**config.mk**
```make
export PLATFORM = sky130hd
export DESIGN_NAME = axi_console_host
export DESIGN_NICKNAME = d
export VERILOG_FILES = /design/src/rtl/axi_console_pkg.sv /design/src/rtl/console_tx_fifo.sv /design/src/rtl/axi_console_host.sv
export SDC_FILE = /design/constraint.sdc
export NUM_CORES = 1
export LEC_CHECK = 0
export ABC_AREA = 1
export ABC_CLOCK_PERIOD_IN_PS = 4200
export CORE_ASPECT_RATIO = 1.2
export CORE_MARGIN = 5
export CORE_UTILIZATION = 50
export CTS_CLUSTER_SIZE = 28
export DETAILED_ROUTE_END_ITERATION = 6
export GPL_TIMING_DRIVEN = 0
export HOLD_SLACK_MARGIN = 0.05
export PLACE_DENSITY = 0.75
export SLEW_MARGIN = 5
export SYNTH_ARGS = -nofsm -noshare
export SYNTH_HDL_FRONTEND = slang
export SYNTH_HIERARCHICAL = 1
export SYNTH_SLANG_ARGS = --single-unit
```
**constraint.sdc**
```tcl
create_clock -name clk -period 4.2 [get_ports clk]
set_input_delay 0.84 -clock clk [delete_from_list [all_inputs] [get_ports clk]]
set_output_delay 0.84 -clock clk [all_outputs]
set_load 0.005 [all_outputs]
```
**src/rtl/axi_console_pkg.sv**
```systemverilog
// Shared constants, address decode and status word packing for the console/host MMIO slave.
package axi_console_pkg;

  localparam logic [31:0] CONSOLE_ADDR_DEF = 32'h1000_0000;
  localparam logic [31:0] HOST_ADDR_DEF    = 32'h2000_0000;
  localparam logic [31:0] PASS_MAGIC_DEF   = 32'h075B_CD15;
  localparam logic [31:0] READ_FILLER      = 32'hDEAD_BEEF;

  localparam int unsigned ST_EMPTY_BIT = 0;
  localparam int unsigned ST_FULL_BIT  = 1;
  localparam int unsigned ST_LEVEL_LSB = 8;
  localparam int unsigned ST_LEVEL_W   = 8;

  typedef enum logic [1:0] {
    TGT_CONSOLE,
    TGT_STATUS,
    TGT_HOST,
    TGT_NONE
  } target_e;

  // Word-address decode; byte-offset bits are never passed in.
  function automatic target_e decode(input logic [29:0] word_addr,
                                     input logic [29:0] console_word,
                                     input logic [29:0] host_word);
    if (word_addr == console_word)              return TGT_CONSOLE;
    else if (word_addr == console_word + 30'd1) return TGT_STATUS;
    else if (word_addr == host_word)            return TGT_HOST;
    else                                        return TGT_NONE;
  endfunction

  // Status word layout: level byte, full flag, empty flag.
  function automatic logic [31:0] status_word(input logic [ST_LEVEL_W-1:0] level,
                                              input logic full,
                                              input logic empty);
    logic [31:0] w;
    w = '0;
    w[ST_EMPTY_BIT] = empty;
    w[ST_FULL_BIT]  = full;
    w[ST_LEVEL_LSB +: ST_LEVEL_W] = level;
    return w;
  endfunction

endpackage

```
**src/rtl/console_tx_fifo.sv**
```systemverilog
// Byte-wide synchronous FIFO with wrap-bit pointers; push while full is allowed when popping.
module console_tx_fifo #(
  parameter int unsigned DEPTH = 16
) (
  input  logic                     clk,
  input  logic                     reset,
  input  logic                     push,
  input  logic [7:0]               push_data,
  input  logic                     pop,
  output logic [7:0]               head,
  output logic                     full,
  output logic                     empty,
  output logic [$clog2(DEPTH):0]   level
);

  localparam int unsigned AW = $clog2(DEPTH);
  localparam int unsigned PW = AW + 1;

  logic [7:0]    mem [DEPTH];
  logic [PW-1:0] wptr;
  logic [PW-1:0] rptr;
  logic          do_push;
  logic          do_pop;

  assign empty   = (wptr == rptr);
  assign full    = (wptr[AW] != rptr[AW]) && (wptr[AW-1:0] == rptr[AW-1:0]);
  assign level   = wptr - rptr;
  assign head    = mem[rptr[AW-1:0]];
  assign do_pop  = pop && !empty;
  assign do_push = push && (!full || do_pop);

  // Pointer update; wrap bit makes full/empty distinguishable.
  always_ff @(posedge clk or posedge reset) begin
    if (reset) begin
      wptr <= '0;
      rptr <= '0;
    end else begin
      if (do_push) wptr <= wptr + PW'(1);
      if (do_pop)  rptr <= rptr + PW'(1);
    end
  end

  // Storage array, no reset needed: contents are only visible through valid pointers.
  always_ff @(posedge clk) begin
    if (do_push) mem[wptr[AW-1:0]] <= push_data;
  end

endmodule

```
**src/rtl/axi_console_host.sv**
```systemverilog
// AXI4-lite MMIO slave: console byte FIFO, sticky host pass/fail word and status register.
module axi_console_host
  import axi_console_pkg::*;
#(
  parameter int unsigned FIFO_DEPTH   = 16,
  parameter logic [31:0] PASS_MAGIC   = PASS_MAGIC_DEF,
  parameter logic [31:0] CONSOLE_ADDR = CONSOLE_ADDR_DEF,
  parameter logic [31:0] HOST_ADDR    = HOST_ADDR_DEF
) (
  input  logic        clk,
  input  logic        reset,
  input  logic        mem_axi_awvalid,
  output logic        mem_axi_awready,
  input  logic [31:0] mem_axi_awaddr,
  input  logic        mem_axi_wvalid,
  output logic        mem_axi_wready,
  input  logic [31:0] mem_axi_wdata,
  input  logic [3:0]  mem_axi_wstrb,
  output logic        mem_axi_bvalid,
  input  logic        mem_axi_bready,
  input  logic        mem_axi_arvalid,
  output logic        mem_axi_arready,
  input  logic [31:0] mem_axi_araddr,
  output logic        mem_axi_rvalid,
  input  logic        mem_axi_rready,
  output logic [31:0] mem_axi_rdata,
  output logic        tx_valid,
  input  logic        tx_ready,
  output logic [7:0]  tx_data,
  output logic        tests_passed,
  output logic        host_written,
  output logic        bus_error
);

  localparam int unsigned LW = $clog2(FIFO_DEPTH) + 1;

  logic          alive;
  logic          aw_lat;
  logic [29:0]   aw_word_q;
  logic          w_lat;
  logic [31:0]   w_data_q;
  logic [3:0]    w_strb_q;
  target_e       wr_tgt;
  target_e       rd_tgt;
  logic          fifo_full;
  logic          fifo_empty;
  logic [LW-1:0] fifo_level;
  logic          fifo_pop;
  logic          console_byte;
  logic          wr_stall;
  logic          wr_exec;
  logic          rd_hs;
  logic [31:0]   rd_word;
  logic          unused_lo;

  assign unused_lo = ^{mem_axi_awaddr[1:0], mem_axi_araddr[1:0]};

  assign mem_axi_awready = alive && !aw_lat;
  assign mem_axi_wready  = alive && !w_lat;
  assign mem_axi_arready = alive && !mem_axi_rvalid;

  assign wr_tgt       = decode(aw_word_q, CONSOLE_ADDR[31:2], HOST_ADDR[31:2]);
  assign rd_tgt       = decode(mem_axi_araddr[31:2], CONSOLE_ADDR[31:2], HOST_ADDR[31:2]);
  assign fifo_pop     = tx_valid && tx_ready;
  assign console_byte = (wr_tgt == TGT_CONSOLE) && w_strb_q[0];
  assign wr_stall     = console_byte && fifo_full && !fifo_pop;
  assign wr_exec      = aw_lat && w_lat && !mem_axi_bvalid && !wr_stall;
  assign rd_hs        = mem_axi_arvalid && mem_axi_arready;
  assign tx_valid     = !fifo_empty;

  console_tx_fifo #(.DEPTH(FIFO_DEPTH)) u_fifo (
    .clk       (clk),
    .reset     (reset),
    .push      (wr_exec && console_byte),
    .push_data (w_data_q[7:0]),
    .pop       (fifo_pop),
    .head      (tx_data),
    .full      (fifo_full),
    .empty     (fifo_empty),
    .level     (fifo_level)
  );

  // Write channel: independent AW/W latches, single execution per response.
  always_ff @(posedge clk or posedge reset) begin
    if (reset) begin
      alive          <= 1'b0;
      aw_lat         <= 1'b0;
      aw_word_q      <= '0;
      w_lat          <= 1'b0;
      w_data_q       <= '0;
      w_strb_q       <= '0;
      mem_axi_bvalid <= 1'b0;
    end else begin
      alive <= 1'b1;
      if (mem_axi_awvalid && mem_axi_awready) begin
        aw_lat    <= 1'b1;
        aw_word_q <= mem_axi_awaddr[31:2];
      end else if (wr_exec) begin
        aw_lat <= 1'b0;
      end
      if (mem_axi_wvalid && mem_axi_wready) begin
        w_lat    <= 1'b1;
        w_data_q <= mem_axi_wdata;
        w_strb_q <= mem_axi_wstrb;
      end else if (wr_exec) begin
        w_lat <= 1'b0;
      end
      if (wr_exec)                              mem_axi_bvalid <= 1'b1;
      else if (mem_axi_bvalid && mem_axi_bready) mem_axi_bvalid <= 1'b0;
    end
  end

  // Sticky host and error flags.
  always_ff @(posedge clk or posedge reset) begin
    if (reset) begin
      tests_passed <= 1'b0;
      host_written <= 1'b0;
      bus_error    <= 1'b0;
    end else begin
      if (wr_exec) begin
        case (wr_tgt)
          TGT_HOST: begin
            host_written <= 1'b1;
            if (w_data_q == PASS_MAGIC && w_strb_q == 4'hF) tests_passed <= 1'b1;
          end
          TGT_STATUS, TGT_NONE: bus_error <= 1'b1;
          default: ;
        endcase
      end
      if (rd_hs && rd_tgt == TGT_NONE) bus_error <= 1'b1;
    end
  end

  // Read data selection for the address presented on AR.
  always_comb begin
    rd_word = READ_FILLER;
    case (rd_tgt)
      TGT_CONSOLE: rd_word = '0;
      TGT_STATUS:  rd_word = status_word(ST_LEVEL_W'(fifo_level), fifo_full, fifo_empty);
      TGT_HOST:    rd_word = {31'b0, tests_passed};
      default:     ;
    endcase
  end

  // Read channel: response registered one cycle after AR, held until rready.
  always_ff @(posedge clk or posedge reset) begin
    if (reset) begin
      mem_axi_rvalid <= 1'b0;
      mem_axi_rdata  <= '0;
    end else if (rd_hs) begin
      mem_axi_rvalid <= 1'b1;
      mem_axi_rdata  <= rd_word;
    end else if (mem_axi_rvalid && mem_axi_rready) begin
      mem_axi_rvalid <= 1'b0;
    end
  end

endmodule

```
## Word-level counts from Yosys, hierarchy flattened

Memories as Yosys holds them, arrays and structs flattened.
Index checks and enable logic that the tools add are counted.

- Register bits: 116
- Latch bits: 0
- Bits in writable memories: 128
- Bits in read-only memories: 0
- Input port bits: 108
- Output and inout bits: 49
- Logic and storage cells: 96
- Memories: 1

- $add $sub $neg: 3
- $mul: 0
- Divide/modulo/power cells: 0
- Magnitude comparators: 0
- Eq/ne operators: 17
- Shifts and indexed selects: 0
- Mux-type cells: 19
- Bitwise gates (word level): 0
- Reduce and logical (&&, ||, !) cells: 42

Memory list:

| name | words | width | rd ports | clocked after Yosys merged registers in | wr ports | line | RTL |
|---|---|---|---|---|---|---|---|
| u_fifo.mem | 16 | 8 | 1 | 0 | 1 | console_tx_fifo.sv:19 | `logic [7:0] mem [DEPTH];` |

Operator list:

| cell | number |
|---|---|
| $eq A30 B27 Y1 const B | 4 |
| $pmux W32 S3 | 1 |
| $eq A30 B28 Y1 const B | 2 |
| $eq A32 B27 Y1 const B | 1 |
| $logic_and A1 B1 Y1 | 21 |
| $mux W1 | 14 |
| $reduce_bool A2 Y1 | 6 |
| $add A5 B1 Y5 const B | 2 |
| $eq A2 B2 Y1 const B | 4 |
| $logic_not A1 Y1 | 8 |
| $mux W2 | 4 |
| $eq A5 B5 Y1 | 1 |
| $sub A5 B5 Y5 | 1 |
| $eq A2 B1 Y1 const B | 2 |
| $eq A4 B4 Y1 | 1 |
| $eq A4 B4 Y1 const B | 1 |
| $logic_not A2 Y1 | 2 |
| $reduce_and A2 Y1 | 2 |
| $reduce_and A3 Y1 | 1 |
| $reduce_or A2 Y1 | 1 |
| $logic_or A1 B1 Y1 | 1 |
| $ne A1 B1 Y1 | 1 |

## Logic depth before layout (Yosys ltp)

- Word-level depth: 14
- Gate-level depth with buffers: 17
- Gate-level depth less buffers: 14

## Modules after synthesis

Netlist, hierarchy kept.

By module, submodules not included:

| module | instances | cells an instance | area each (um2) | sequential area each (um2) |
|---|---|---|---|---|
| console_tx_fifo | 1 | 678 | 6475.0 | 4093.9 |
| axi_console_host | 1 | 368 | 3886.2 | 2052.0 |

## Worst setup path before layout

OpenSTA, ideal clock, no wires.

- Path kind: register to register
- Start: reg u_fifo.rptr[1]
- End: mem u_fifo.mem[12][0], enable pin
- Setup time: 0.370 ns
- Arrival: 2.875 ns
- Required time: 3.830 ns
- Path slack: 0.954 ns
- Cell stages (with the launch flop): 17
- Path buffers: 3
- Period minus slack after synthesis: 3.246 ns
- Cells stage by stage: dfrtp_1 -> buf_2 -> inv_2 -> buf_2 -> ha_1 -> nand2_1 -> nor2_4 -> nand2_1 -> inv_1 -> inv_1 -> nand2_1 -> nand4_4 -> nand2_2 -> nor3_1 -> nand2_4 -> buf_4 -> nor2_1

- Longest elaborated chain between the ends: 11
- Elaborated cells on any way between the ends: 17
- Those cells by class: eq/ne: 2; mux: 2; reduce/logical: 13

RTL lines:

| what | line | RTL |
|---|---|---|
| from (decl) | console_tx_fifo.sv:21 | `logic [PW-1:0] rptr;` |
| from (signal assigned) | console_tx_fifo.sv:39 | `if (do_pop) rptr <= rptr + PW'(1);` |
| $eq A5 B5 Y1 * | console_tx_fifo.sv:25 | `assign empty = (wptr == rptr);` |
| net fifo_empty | axi_console_host.sv:46 | `logic fifo_empty;` |
| $logic_not A1 Y1 * | axi_console_host.sv:69 | `assign tx_valid = !fifo_empty;` |
| net tx_valid | axi_console_host.sv:27 | `output logic tx_valid,` |
| $logic_and A1 B1 Y1 | axi_console_host.sv:64 | `assign fifo_pop = tx_valid && tx_ready;` |
| $logic_not A1 Y1 | axi_console_host.sv:66 | `assign wr_stall = console_byte && fifo_full && !fifo_pop;` |
| $logic_and A1 B1 Y1 | axi_console_host.sv:66 |  |
| $logic_not A1 Y1 | axi_console_host.sv:67 | `assign wr_exec = aw_lat && w_lat && !mem_axi_bvalid && !wr_stall;` |
| $logic_and A1 B1 Y1 | axi_console_host.sv:67 |  |
| $logic_and A1 B1 Y1 | axi_console_host.sv:74 | `.push (wr_exec && console_byte),` |
| $logic_and A1 B1 Y1 * | console_tx_fifo.sv:30 | `assign do_push = push && (!full \|\| do_pop);` |
| $mux W1 * | console_tx_fifo.sv:45 | `if (do_push) mem[wptr[AW-1:0]] <= push_data;` |
| $mux W1 (not written as such) * | console_tx_fifo.sv:45 |  |
| to (decl) | console_tx_fifo.sv:19 |  |

Mark *: on every way through the listed nets, which the timed path passes. The rest lies on a longest branch.

## Worst setup path in the final report

- Start: reg u_fifo.rptr[1]
- End: mem u_fifo.mem[3][4], enable pin

- Longest elaborated chain between the ends: 11
- Elaborated cells on any way between the ends: 17
- Those cells by class: eq/ne: 2; mux: 2; reduce/logical: 13

RTL lines:

| what | line |
|---|---|
| $eq A5 B5 Y1 * | console_tx_fifo.sv:25 |
| net fifo_empty | axi_console_host.sv:46 |
| $logic_not A1 Y1 * | console_tx_fifo.sv:29, axi_console_host.sv:69 |
| $logic_and A1 B1 Y1 | axi_console_host.sv:64 |
| $logic_not A1 Y1 | axi_console_host.sv:66 |
| $logic_and A1 B1 Y1 | axi_console_host.sv:66 |
| $logic_not A1 Y1 | axi_console_host.sv:67 |
| $logic_and A1 B1 Y1 | axi_console_host.sv:67 |
| $logic_and A1 B1 Y1 | axi_console_host.sv:74 |
| $logic_and A1 B1 Y1 * | console_tx_fifo.sv:30 |
| $mux W1 * | console_tx_fifo.sv:45 |
| $mux W1 (not written as such) * | console_tx_fifo.sv:45 |

Marked as above.

==> metrics.md <==
| Metric | Value |
|---|---|
| Status | `finished clean` |
| Synth Cell Area | `10360 um^2` |
| Syn Inst Count | `1046` |
| Max_slew headroom | `44.15%` |
| Leak | `5.780 nW` |
| Yosys top cell area share | `37.10%` |
| Final number of setup-violating endpoints | `0` |
| DR iter-0 viols | `~590` |
| Fin util | `63.50%` |
| Post-synth cell types | `34` |
| Worst-Margin Slew | `0.8346 ns` |
| Vias in the first global route | `about 7400` |
| Root buf cell | `clkbuf_16` |
| Layout Nets | `1340` |
| Vias after detailed routing | `about 7300` |
| Data arrival time of the worst path | `3.91 ns` |
| Row count | `57` |
| Tmin final | `between 3 and 4 ns` |
| Worst Path Required | `4.31 ns` |
| CTS Sinks | `220` |
| Finished Cell Area | `12910 um^2` |
| Drt pass-1 iters | `5` |
| Drt drc | `0` |
| Power per cell area | `591.2 nW/um^2` |
| Grt total ovfl | `0` |
| Fill cells | `about 1600` |
| Max-cap violations | `0` |
| Routed length on met2 | `approximately 12000 um` |
| GR Util All Layers | `19.45%` |
| Sw Ratio | `33.27%` |
| Sw power | `2.539 mW` |
| Io pins | `157` |
| Post-synth EDFFs | `128` |
| Layout cell share with drive strength beyond 1 | `15.04%` |
| Register clock-pin slew on the reported worst setup and hold paths | `about 0.06 ns` |
| Max clock buf depth | `3` |
| P&R area growth vs syn | `24.57%` |
| Synth async-reset ratio | `41.82%` |
| Internal | `5.092 mW` |
| CTS tree | `yes` |
| DP Area | `12200 um^2` |
| Crit path capture type | `register` |
| CORE AREA | `20330 um^2` |
| Vias per std cell | `4.886` |
| Max-slew violation count | `0` |
| WL per Instance | `15.41 um` |
| Fin worst setup slack | `0.3955 ns` |
| H-Tree Depth | `1` |
| Setup CP Type | `reg -> reg` |
| Final Hold Violating Endpoints | `0` |
| Post-DP HPWL | `16710 um` |
| Metal-1 WL | `about 8700 um` |
| Largest cells by area after synthesis | `edfxtp_1 (37%), dfrtp_1 (22%), nand2_1 (10%)` |
| Post-synthesis sequential area ratio | `59.32%` |
| WL met3 | `between 1500 and 2000 um` |
| Max IR drop VDD | `0.0004432 V` |
| Top sig layer | `met4` |
| Tot Pwr | `7.631 mW` |
| Startpoint Class | `register` |
| Comb power frac | `32.4%` |
| Achievable Freq | `~260 MHz` |
| Fin crit share | `90.58%` |
| RePlAce Congestion | `0.8336` |
| Clock share of power | `24.5%` |
| Setup slack after placement | `0.1368 ns` |
| Worst skew pair latency | `roughly 0.51 ns` |
| Mean post-synth cell area | `9.906 um^2` |
| Die width | `141.4 um` |
| Critical-path maximum fanout | `11` |
| Detail Route Antenna Nets | `0` |
| #FFs+latches synth | `between 200 and 250` |
| Seq pwr share | `43.1%` |
| Leading area contributor after synthesis | `edfxtp_1` |
| Cts bufs inserted | `22` |
| Input/output buffers | `145` |
| Pin count of the biggest net entering global routing | `50` |
| Initial antenna violation count | `0` |
| Die Ht | `~170 um` |
| First-pass GRT wire length | `between 30000 and 40000 um` |
| Setup TNS | `0 ns` |
| Initial Utilization | `50.98%` |
| DIE AREA | `23710 um^2` |
| Drt total wl | `roughly 23000 um` |
| Synthesis warning total | `6` |
| Post-synth top flop | `edfxtp_1` |
| RSZ-0062 raised after global routing | `false` |
| Final Skew | `0.03565 ns` |
| # diodes | `0` |
| HP Class | `reg -> reg` |
-- final cells by class --
type | instances | area [um^2] | share of cell area (%)
Sequential cell | 220 | 6146 | 47.62
Multi-Input combinational cell | 608 | 3214 | 24.90
Timing Repair Buffer | 146 | 1479 | 11.46
Inverter | 166 | 625.6 | 4.847
Clock buffer | 28 | 613.1 | 4.750
Buffer | 58 | 405.4 | 3.141
Tap cell | 265 | 331.6 | 2.569
Clock inverter | 11 | 92.59 | 0.7173
-- placed cells by master (no fill, tap or decap), types with 5 or more instances in the layout --
cell             synthesis  routed
nand2_1                276     276
inv_1                  158     157
clkdlybuf4s50_1          0     145
edfxtp_1               128     128
nand3_1                102     102
dfrtp_1                 92      92
nor2_1                  83      83
mux2_2                  46      46
buf_4                   29      29
clkbuf_16                0      22
buf_2                   18      18
nand2_2                 12      12
a21oi_2                  9       9
nand4_1                  9       9
ha_1                     9       9
mux2_4                   8       8
conb_1                   2       8
xor2_1                   8       8
inv_2                    7       7
o21ai_1                  7       7
buf_6                    6       6
nor2_4                   5       5
nor2_2                   5       5
a21oi_1                  5       5
clkinv_1                 1       5
clkbuf_1                 3       5
-- critical path, cell delays in order (launching register included) --
cell and delay (ns):
dfrtp_1 0.38, buf_2 0.18, inv_2 0.13, buf_2 0.30
ha_1 0.30, nand2_1 0.13, nor2_4 0.05, nand2_1 0.10
inv_1 0.05, inv_1 0.08, nand2_1 0.12, nand4_4 0.14
nand2_2 0.09, nor3_2 0.42, nand2_4 0.11, buf_4 0.19
nor2_1 0.63
-- power by group through the flow --
stage	clock network, mW	registers, mW	logic [mW]
floorplan	0	3.15	1.61
global placement	0	3.31	2.42
detailed placement	0	3.33	2.47
CTS	1.91	3.29	2.49
global route	2.01	3.35	2.75
finish	1.87	3.29	2.47
-- worst paths after layout --
| path | startpoint | to | slack [ns] | cells after the start |
|---|---|---|---|---|
| max | u_fifo/rptr[1]$_DFFE_PP0P_ | u_fifo/mem[3][4]$_DFFE_PP_ | 0.40 | 16 |
| min | host_written$_DFFE_PP0P_ | host_written$_DFFE_PP0P_ | 0.47 | 2 |
| max reg2reg | u_fifo/rptr[1]$_DFFE_PP0P_ | u_fifo/mem[3][4]$_DFFE_PP_ | 0.40 | 16 |
| min reg2reg | host_written$_DFFE_PP0P_ | host_written$_DFFE_PP0P_ | 0.47 | 2 |
| max in group asynchronous | reset | alive$_DFF_PP0_ | 2.89 | 3 |
| min in group asynchronous | reset | u_fifo/rptr[3]$_DFFE_PP0P_ | 0.70 | 2 |
-- registers in the layout (all words and copies together) (netlist names), 4 cells and up --
name           cells
u_fifo/mem       128
w_data_q          32
aw_word_q         30
mem_axi_rdata      8
u_fifo/rptr        5
u_fifo/wptr        5
w_strb_q           4
-- timing repair --
| action | in CTS | in global routing |
|---|---|---|
| buffers inserted | 0 | 0 |
| setup endpoints to repair | 0 | 128 |
| resized for setup | 0 | 1 |
| hold buffers | 0 | 0 |
-- kinds of logic after synthesis --
group	Yosys count	share of synthesized area, %
xor+xnor	8	0.6763
compound gates	26	1.606
buf+inv	224	9.926
simple gates	502	20.96
flops	220	59.32
other cells	2	0.07248
fa+ha+maj	10	1.280
mux	54	6.159
-- cell usage after synthesis, types with 9 or more instances --
library cell and n:
edfxtp_1 128, nor2_1 83, dfrtp_1 92, a21oi_2 9
buf_4 29, nand2_2 12, inv_1 158, nand4_1 9
ha_1 9, nand2_1 276, buf_2 18, mux2_2 46
nand3_1 102
-- per-stage QoR --
stage	instances	hold slack [ns]
final	1502	0.4711
after global routing	1502	0.5182
after CTS	1502	0.4794
after detailed placement	1463	0.4587
after global placement	1462	0.4472
after floorplan	1052	0.4570
-- routing by layer --
metal  track usage, %  vias up
met1            22.80     3419
met4            6.511        0
met5                0        -
met3            5.305       46
li1                 -     3645
met2            34.40      229
No activity file was read; power rests on OpenSTA's default activity.
